`config.mk`:
```
export PLATFORM = sky130hd
export DESIGN_NAME = regfile_write_arbiter
export DESIGN_NICKNAME = d
export VERILOG_FILES = /design/src/rtl/regfile_write_arbiter.sv
export SDC_FILE = /design/constraint.sdc
export NUM_CORES = 1
export LEC_CHECK = 0
export ABC_AREA = 1
export CAP_MARGIN = 20
export CORE_ASPECT_RATIO = 1.4
export CORE_MARGIN = 4
export CORE_UTILIZATION = 55
export CTS_CLUSTER_SIZE = 40
export DETAILED_ROUTE_END_ITERATION = 10
export PLACE_DENSITY = 0.93
export SYNTH_ARGS = -nofsm -noshare
export SYNTH_HDL_FRONTEND = slang
export SYNTH_SLANG_ARGS = --single-unit
```
`constraint.sdc`:
```
create_clock -name clk -period 5.3 [get_ports clk]
set_input_delay 0.795 -clock clk [delete_from_list [all_inputs] [get_ports clk]]
set_output_delay 0.795 -clock clk [all_outputs]
set_load 0.01 [all_outputs]
```
`src/rtl/regfile_write_arbiter.sv`:
```
// Register-file write-port arbiter.
// Merges the single-cycle pipeline writeback and the variable-latency load unit onto one
// registered write port. Load results that lose arbitration wait in a small in-order FIFO.
// A starvation counter forces the FIFO head through after a bounded number of lost cycles.
// Hazard flags report registers that still have a write in flight.
module regfile_write_arbiter #(
  parameter int unsigned DEPTH        = 2,
  parameter int unsigned STARVE_LIMIT = 4
) (
  input  logic                     clk,
  input  logic                     rst,

  // Pipeline writeback
  input  logic                     wbValid,
  input  logic [4:0]               wbSelect,
  input  logic [31:0]              wbData,
  output logic                     wbStall,

  // Load unit
  input  logic                     ldValid,
  input  logic [4:0]               ldSelect,
  input  logic [31:0]              ldData,
  output logic                     ldReady,

  // Operand-read hazard query
  input  logic [4:0]               readASelect,
  input  logic [4:0]               readBSelect,
  output logic                     hazardA,
  output logic                     hazardB,

  // Register-file write port
  output logic                     writeEnable,
  output logic [4:0]               writeSelect,
  output logic [31:0]              writeData,

  output logic [$clog2(DEPTH):0]   pendingCount
);

  localparam int unsigned PtrW    = $clog2(DEPTH);
  localparam int unsigned CntW    = PtrW + 1;
  localparam int unsigned StarveW = $clog2(STARVE_LIMIT + 1);

  localparam logic [CntW-1:0]    DepthCnt  = CntW'(DEPTH);
  localparam logic [StarveW-1:0] StarveMax = StarveW'(STARVE_LIMIT);

  // FIFO storage; entryValidQ tracks which slots hold a not-yet-issued load.
  logic [4:0]         fifoSel  [DEPTH];
  logic [31:0]        fifoData [DEPTH];
  logic [DEPTH-1:0]   entryValidQ, entryValidD;
  logic [PtrW-1:0]    headQ, headD;
  logic [PtrW-1:0]    tailQ, tailD;
  logic [CntW-1:0]    countQ, countD;
  logic [StarveW-1:0] starveCntQ, starveCntD;

  // Arbitration results for the current cycle
  logic        fifoEmpty;
  logic        forceDrain;
  logic        ldAccept;
  logic        push;
  logic        pop;
  logic        bypass;
  logic        issueValid;
  logic [4:0]  issueSel;
  logic [31:0] issueData;

  assign fifoEmpty    = (countQ == '0);
  // Readiness looks only at the registered count, so a slot freed by a pop this cycle is
  // offered next cycle.
  assign ldReady      = (countQ < DepthCnt);
  assign forceDrain   = !fifoEmpty && (starveCntQ == StarveMax);
  assign wbStall      = wbValid && forceDrain;
  assign ldAccept     = ldValid && ldReady;
  assign pendingCount = countQ;

  // Pick this cycle's write source in priority order.
  always_comb begin
    pop        = 1'b0;
    bypass     = 1'b0;
    issueValid = 1'b0;
    issueSel   = '0;
    issueData  = '0;
    if (forceDrain) begin
      pop        = 1'b1;
      issueValid = 1'b1;
      issueSel   = fifoSel[headQ];
      issueData  = fifoData[headQ];
    end else if (wbValid) begin
      issueValid = 1'b1;
      issueSel   = wbSelect;
      issueData  = wbData;
    end else if (!fifoEmpty) begin
      pop        = 1'b1;
      issueValid = 1'b1;
      issueSel   = fifoSel[headQ];
      issueData  = fifoData[headQ];
    end else if (ldAccept) begin
      // Nothing older is waiting, so the load skips the FIFO entirely.
      bypass     = 1'b1;
      issueValid = 1'b1;
      issueSel   = ldSelect;
      issueData  = ldData;
    end
    push = ldAccept && !bypass;
  end

  // Compute FIFO pointer, occupancy, valid-bit and starvation-counter updates.
  always_comb begin
    headD       = headQ;
    tailD       = tailQ;
    countD      = countQ;
    entryValidD = entryValidQ;
    starveCntD  = starveCntQ;

    if (pop) begin
      headD              = headQ + PtrW'(1);
      entryValidD[headQ] = 1'b0;
    end
    if (push) begin
      tailD              = tailQ + PtrW'(1);
      entryValidD[tailQ] = 1'b1;
    end

    unique case ({push, pop})
      2'b10:   countD = countQ + CntW'(1);
      2'b01:   countD = countQ - CntW'(1);
      default: countD = countQ;
    endcase

    // A waiting FIFO that did not pop this cycle lost to the pipeline.
    if (fifoEmpty || pop) begin
      starveCntD = '0;
    end else if (starveCntQ != StarveMax) begin
      starveCntD = starveCntQ + StarveW'(1);
    end
  end

  // Control state and the registered write port; reset discards buffered loads and
  // suppresses any write issued in the reset cycle.
  always_ff @(posedge clk) begin
    if (rst) begin
      headQ       <= '0;
      tailQ       <= '0;
      countQ      <= '0;
      entryValidQ <= '0;
      starveCntQ  <= '0;
      writeEnable <= 1'b0;
      writeSelect <= '0;
      writeData   <= '0;
    end else begin
      headQ       <= headD;
      tailQ       <= tailD;
      countQ      <= countD;
      entryValidQ <= entryValidD;
      starveCntQ  <= starveCntD;
      writeEnable <= issueValid;
      writeSelect <= issueSel;
      writeData   <= issueData;
    end
  end

  // FIFO payload; contents are only meaningful where entryValidQ is set.
  always_ff @(posedge clk) begin
    if (push) begin
      fifoSel[tailQ]  <= ldSelect;
      fifoData[tailQ] <= ldData;
    end
  end

  // Flag operand reads that target a register with a buffered or in-flight write.
  always_comb begin
    hazardA = writeEnable && (writeSelect == readASelect);
    hazardB = writeEnable && (writeSelect == readBSelect);
    for (int i = 0; i < int'(DEPTH); i++) begin
      if (entryValidQ[i] && (fifoSel[i] == readASelect)) hazardA = 1'b1;
      if (entryValidQ[i] && (fifoSel[i] == readBSelect)) hazardB = 1'b1;
    end
  end

endmodule

```
==> results.txt, run 1 <==
* Result of the run: finished, final reports clean
* Setup violation total in the final timing report: 0
* Number of cells upsized or downsized after cts: 0
- The first global-routing pass estimated 24.07 mm of wire.
- After detailed routing, the total wire length is ~15 mm.
- # port buffers: ~130
* Static Leakage: ~0.0036 uW
- Entering global routing, the biggest net connects 75 pins.
- After clock tree synthesis, the clock-pin slew on the worst setup and hold paths is 50 ps.
- Summing every instance area after synthesis gives roughly 6000 um2.
- Using the TritonRoute via totals, the vias-per-cell ratio works out to between 5 and 6.
- Antenna violations before repair: 0
- During synthesis, Yosys emitted a total of 0 warnings.
- The wire-length estimate of the detail-placed layout is approximately 10 mm.
* Post-route DRC violation count: 0
- Dividing the final minimum period by the clock period gives roughly three fifths.
* Type of element capturing the critical path: output pin
* Chip height: about 130 um
- Min Tclk post-route: ~3200 ps
* Instance count of the mapped netlist: around 750
* Peak Freq: roughly 320 MHz
- FILL cells: 729
- The initialized floorplan defines 44 standard-cell rows.
* Hold_ws: approximately 450 ps
- Largest driver fanout on the critical path: 4
- Width of the chip: 96.10 um
- The clock tree synthesis step divided the H-tree into 4 levels.
* Count of buffers added by post-CTS timing repair for setup: 0
- Placed instance area: ~7300 um2
- Switching Power: 912.0 uW
- The share of total power dissipated in combinational logic is between 20% and 30%.
- Power after layout: approximately 3100 uW
- In the layout the commonest cells are nand2_1, clkdlybuf4s50_1, inv_1.
- Vias in the first global route: 5216
- In this run switching power makes up 28.98% of total power.
- GRT Total Usage: about a quarter
- The net count of the finished layout is around 960.
* Share of total power in sequential cells: between 30% and 40%
- The count of nets left with antenna violations once routing finished came out at 0.
* Core ar.: ~11000 um2
* Fin Clk Skew: 9.141 ps
- After routing the design area is 7908 um2.
- Sequential element share of the synthesized area: between 50% and 60%
* RD Place Congestion: roughly 0.9
- For this run, the share of the core covered by cells in the final layout is between 70% and 80%.
- The worst setup path is launched from an input port.
- Power per standard cell area: 398.0 nW/um2
* Register Area: about 3200 um2
- The average instance in the mapped netlist occupies about 8 um2.
* Mean routed wirelength per cell: between 10 and 15 um
- Clock root buffer: clkbuf_16
- Per report_power, the clock group accounts for between 30% and 40% of the total.
- CTS tree: yes
* Remaining max-slew budget at the tightest pin: 30.30%
- DRC violation total after the first TritonRoute iteration: between 300 and 400
- Data arrival at the endpoint of the critical path: around 2400 ps
* Final hold violations: 0
- Number of vias in the routed layout: about 5.3k
- Number of pins with negative max-slew slack in the final report: 0
- 132 I/O pins were placed.
* Clk Latency, worst-skew pair: ~410 ps
- In the final layout, the multi-input gates occupy approximately 2200 um2.
- At the pin with the least slew margin, the transition time is approximately 1000 ps.
- TritonRoute pass-1 iters: 5
- Max-cap violations in this run came to 0.
* Synth cell types: 23
- Clk sinks: 122
- Total congestion overflow: 0
- The library cell used most frequently in the layout, excluding fill and tap cells, is nand2_1.
- Crit Path Class: input port to output pin
- Count of state elements after synthesis: 122
* Share of post-route cells with drive strength above 1: approximately a tenth
* Critical Path RT: between 4000 and 5000 ps
* Internal power summed over all cells: between 2000 and 2500 uW
- CTS buffer count: 17
* Number of buffers inserted for hold repair after clock tree synthesis: 0
- Worst hold path type: register to register
- The worst-case IR drop observed on VDD is between 0.3 and 0.4 mV.
- The area growth from synthesis to layout is 32.33%.
- Full die area: around 13000 um2
* Initial core utilization: between 50% and 60%
- Setup slack on the worst reg-to-reg path comes out at about 2200 ps.
- Setup TNS: 0 ps
- The clock passes through at most 2 buffers.
- Number of diodes added for antenna fixing: 0
* Mapped Nets: about 840
* RSZ-0062 raised after global routing: no
==> sequential cells by signal (all words and copies together) (netlist names), named ones only <==
| name | flops |
|---|---|
| fifoSel | 10 |
| writeSelect | 5 |
| writeData | 32 |
| fifoData | 64 |
| headQ | 1 |
| tailQ | 1 |
| writeEnable | 1 |
| pendingCount | 2 |
| starveCntQ | 3 |
| entryValidQ | 2 |
==> logic make-up (layout without fill, tap and decap cells) <==
| group | after synthesis | after routing | synth area share, % |
|---|---|---|---|
| buffers and inverters | 144 | 274 | 10.41 |
| XOR/XNOR | 1 | 1 | 0.1466 |
| AO/OA/AOI/OAI | 89 | 89 | 8.731 |
| flip-flops | 122 | 122 | 53.27 |
| adder cells (fa/ha/maj) | 3 | 3 | 0.6282 |
| AND/OR/NAND/NOR | 394 | 394 | 26.82 |
==> metal layers <==
metal | track usage (%) | part of all wire (%)
met1 | 27.17 | 37
met2 | 42.87 | 53
met3 | 6.236 | 7.1
met4 | 11.87 | 2.6
met5 | 0 | 0
==> power by group through the flow <==
stage | Clock [uW] | Sequential, uW | Combinational (uW)
floorplan | 0 | 1230 | 471
global route | 1220 | 1230 | 832
detailed placement | 0 | 1260 | 705
finish | 1180 | 1220 | 750
CTS | 1190 | 1240 | 718
global placement | 0 | 1250 | 689
==> cell type report <==
type	count	share of cell area, %
flip-flops and latches	122	40.27
multi-input cells	487	27.61
repair buffers	136	17.09
clock buffers	23	6.297
inverters	107	5.095
well taps	138	2.184
clock inverters	8	1.456
==> metrics by stage <==
| step | worst slack (ps) | instances |
|---|---|---|
| finish | 2127 | 1021 |
| floorplan | 2847 | 753 |
| CTS | 2142 | 1020 |
| detailed placement | 1823 | 989 |
| global placement | 1864 | 989 |
| global route | 1947 | 1021 |
==> cells in the mapped netlist <==
cell type / count / share of area, %
buf_4: 5 / 0.63
buf_6: 1 / 0.19
a21oi_2: 20 / 2.9
inv_1: 104 / 6.5
buf_12: 2 / 0.67
xnor2_1: 1 / 0.15
nor3b_1: 1 / 0.13
clkinv_2: 1 / 0.084
a21oi_1: 24 / 2.0
nor2_1: 32 / 2.0
edfxtp_1: 74 / 37
nand2_2: 21 / 2.2
clkbuf_1: 11 / 0.69
nand2_4: 1 / 0.19
a31oi_1: 1 / 0.10
ha_1: 3 / 0.63
nand3_1: 48 / 4.0
buf_2: 17 / 1.4
nand2_1: 291 / 18
dfxtp_1: 48 / 16
inv_2: 2 / 0.13
o21ai_0: 44 / 3.7
buf_1: 1 / 0.063
==> final timing paths <==
kind	to	start	depth (start not counted)
min reg2reg	starveCntQ[0]$_SDFFE_PP0P_	starveCntQ[0]$_SDFFE_PP0P_	1
max reg2reg	pendingCount[1]$_SDFFE_PP0P_	pendingCount[1]$_SDFFE_PP0P_	9
max	hazardA	readASelect[3]	8
min	starveCntQ[0]$_SDFFE_PP0P_	starveCntQ[0]$_SDFFE_PP0P_	1
==> worst max-delay path, cell delays in order <==
cell and delay (ps):
clkdlybuf4s50_1 540, inv_1 90, nand2_1 70, nand2_1 50, nor2_1 130, nand3_1 90, nand3_1 70, clkdlybuf4s50_1 530
No activity file was read; power rests on OpenSTA's default activity.
==> run 2: changes to the inputs <==
- CORE_UTILIZATION: 55 -> 46
- PLACE_DENSITY: 0.93 -> 0.84
- clock period: 5.3 -> 2.58 ns (I/O delays scaled with it)
==> results.txt, run 2 (synthesis gave the netlist of run 1 again) <==
* Register Area: 3184 um2 (unchanged)
- The number of DRC violations after detailed-routing iteration 0 is 243 (was 371).
- Clock root buffer: clkbuf_16 (unchanged)
- The number of nets in the finished design was 970 (was 962).
* Slowest cell on the critical path: clkdlybuf4s50_1 (unchanged)
* Worst hold path type: input port to register (was register to register)
- Origin of the critical flop-to-flop path: starveCntQ[0]$_SDFFE_PP0P_ (was pendingCount[1]$_SDFFE_PP0P_)
* Chip height: 142.9 um (was 131.3 um)
* Fin Clk Skew: 10.93 ps (was 9.141 ps)
- Multi-input gate area in the final layout: 2183 um2 (unchanged)
- Power after layout: 6180 uW (was 3147 uW)
- Crit path cell chain: clkdlybuf4s50_1 -> inv_1 -> nand2_1 -> nand2_1 -> nor2_1 -> nand3_1 -> nand3_1 -> clkdlybuf4s50_1 (unchanged)
* Regs by FF count: fifoData (64), writeData (32), fifoSel (10) (unchanged)
- Setup TNS: 0 ps (unchanged)
- The post-synthesis to final-layout area growth came to 32.27% (was 32.33%).
- The number of detailed-route iterations in the first pass is 7 (was 5).
- Initial core utilization: 46.64% (was 56.83%)
- GRT Total Usage: 20.41% (was 24.63%)
* Number of vias in the routed layout: 5178 (was 5287)
- The part of the total power dissipated in combinational logic came to 25.3% (was 23.8%).
* Buffers & Inverters on Critical Path: 3 (unchanged)
- The total detailed-routing wirelength was 15.26 mm (was 15.23 mm).
- Final instance area: 7904 um2 (was 7908 um2)
- Clk sinks: 122 (unchanged)
- The headroom to the max-slew limit was 61.62% (was 30.30%).
- The power density of the placed cells was 781.9 nW/um2 (was 398.0 nW/um2).
- The worst setup timing slack at the placement stage is 192.7 ps (was 1823 ps).
- Clk Latency, worst-skew pair: 410 ps (about the same)
* Family of cells with the greatest summed delay on the critical path: buffers and inverters (unchanged)
* Post-route DRC violation count: 0 (unchanged)
- Number of pins with negative max-slew slack in the final report: 0 (unchanged)
- The number of diodes added for antenna fixing was 0 (unchanged).
- Critical Path RT: 2190 ps (was 4510 ps)
- The number of max-capacitance violations reported is 0 (unchanged).
- Number of cells upsized or downsized after cts: 0 (unchanged)
- The area enclosed by the die boundary was 14900 um2 (was 12620 um2).
- The global route total overflow is 0 (unchanged).
- The switching share of power was 30.23% (was 28.98%).
- The maximum buffer depth of the clock tree was 2 (unchanged).
- The clock-pin transition on the worst setup and hold timing paths was 50 ps (about the same).
- The wire length of the first global-routing pass came to 23.87 mm (was 24.07 mm).
* H-tree lvl count: 4 (unchanged)
- CTS buffer count: 17 (unchanged)
* Antenna violations before repair: 0 (unchanged)
* Transition time of the tightest slew-check pin: 575.7 ps (was 1045 ps)
- Placed instance area: 7373 um2 (was 7274 um2)
- Clock share of power: 34.2% (was 37.4%)
- The vias per cell was 4.955 (was 5.178).
- The placer congestion estimate was 0.8918 (was 0.8774).
- # port buffers: 131 (unchanged)
- RSZ-0062 raised after global routing: no (unchanged).
- Vias in the first global route: 5032 (was 5216)
- Post-route ant nets: 0 (unchanged)
- The most common library cell in the layout ignoring fill and taps is nand2_1 (unchanged).
* Hold Startpoint: rst (was starveCntQ[0]$_SDFFE_PP0P_)
* Highest-count cells in the layout ignoring fill and taps: nand2_1, clkdlybuf4s50_1, inv_1 (unchanged)
- Total half-perimeter wirelength after legalization and detailed placement: 10.30 mm (was 9.735 mm)
- FILL cells: 1053 (was 729)
- Data arrival at the endpoint of the critical path: 2000 ps (was 2380 ps)
- Result of the run: finished, final reports clean (unchanged)
* Setup violation total in the final timing report: 0 (unchanged)
- Dividing the final minimum period by the clock period gives 92.70%.
* I/O pin total: 132 (unchanged)
- The final critical-path setup slack was 188.2 ps (was 2127 ps).
- Crit. Startpoint: readASelect[1] (was readASelect[3])
* Mean routed wirelength per cell: 14.60 um (was 14.92 um)
- Share of post-route cells with drive strength above 1: 10.09% (was 9.400%)
* Width of the chip: 104.3 um (was 96.10 um)
- Biggest register: fifoData (unchanged)
- The number of flip-flops under the largest register name was 64 (unchanged).
- The standby leakage power came to 0.003569 uW (was 0.003565 uW).
- The final count of hold timing violations is 0 (unchanged).
- Min Tclk post-route: 2392 ps
- Core ar.: 12810 um2 (was 10520 um2)
- Switching Power: 1868 uW (was 912.0 uW)
* Number of buffers inserted for hold repair after clock tree synthesis: 0 (unchanged)
- Setup crit start kind: input port (unchanged)
- Peak Freq: around 420 MHz
* Crit Path Class: input port to output pin (unchanged)
* Type of element capturing the critical path: output pin (unchanged)
- The number of core rows came to 49 (was 44).
- The number of setup buffers added after CTS is 0 (unchanged).
* Largest driver fanout on the critical path: 5 (was 4)
* Largest net degree at the start of global routing: 45 (was 75)
- Peak VDD IR: 0.5717 mV (was 0.3574 mV)
* Share of total power in sequential cells: 40.4% (was 38.7%)
* Longest individual stage delay on the worst path: 550 ps (was 540 ps)
- The CTS tree is yes (unchanged).
- Internal power summed over all cells: 4312 uW (was 2235 uW)
## run 2: cell count changes in the layout (fill, tap and decap cells not counted)
cell | before | now
bufinv_16 | 3 | 1
clkbuf_1 | 1 | 4
clkinv_1 | 4 | 3
clkinv_2 | 3 | 8
buf_4 | 4 | 12
clkbuf_8 | 5 | 1
## run 2: per-stage QoR
stage,instances,hold slack [ps],utilization [%]
after floorplan,753,417.3,-
after global placement,1013,428.0,57.54
after detailed placement,1013,435.8,57.54
after CTS,1045,435.7,61.68
after global routing,1045,471.9,61.68
final,1045,452.0,61.68
## run 2: final cells by class
class	count	share of cell area [%]
Clock inverter	10	0.9656
Multi-Input combinational cell	487	27.62
Sequential cell	122	40.29
Clock buffer	22	5.746
Inverter	107	5.097
Timing Repair Buffer	144	17.86
Tap cell	153	2.422
## run 2: worst paths after layout
path                                                endpoint  slack, ps  cells past startpoint
worst max-delay path                                 hazardA        190                      8
worst min-delay path                 writeData[9]$_SDFF_PP0_        450                      2
worst max register to register  pendingCount[1]$_SDFFE_PP0P_        720                     11
worst min register to register    starveCntQ[0]$_SDFFE_PP0P_        460                      1
## run 2: power by group through the flow
stage / registers (uW) / clock network, uW / logic (uW)
after floorplan: 2530 / 0 / 967
after global placement: 2530 / 0 / 1540
after detailed placement: 2540 / 0 / 1570
after CTS: 2500 / 2150 / 1580
after global routing: 2530 / 2240 / 1740
final: 2500 / 2120 / 1560
## run 2: routing by layer
metal  part of all wire [%]  wire, um  track usage (%)
met5                      0         0                0
met4                    2.2       343            10.57
met3                    5.4       826            4.749
met2                     54      8290            37.99
met1                     38      5796            21.38
## run 2: worst reg2reg max path, delay by kind of cell (launching register included)
kind | cells | cell delay, ps
fa+ha+maj | 2 | 520
buf+inv | 2 | 110
flops | 1 | 350
simple gates | 7 | 770
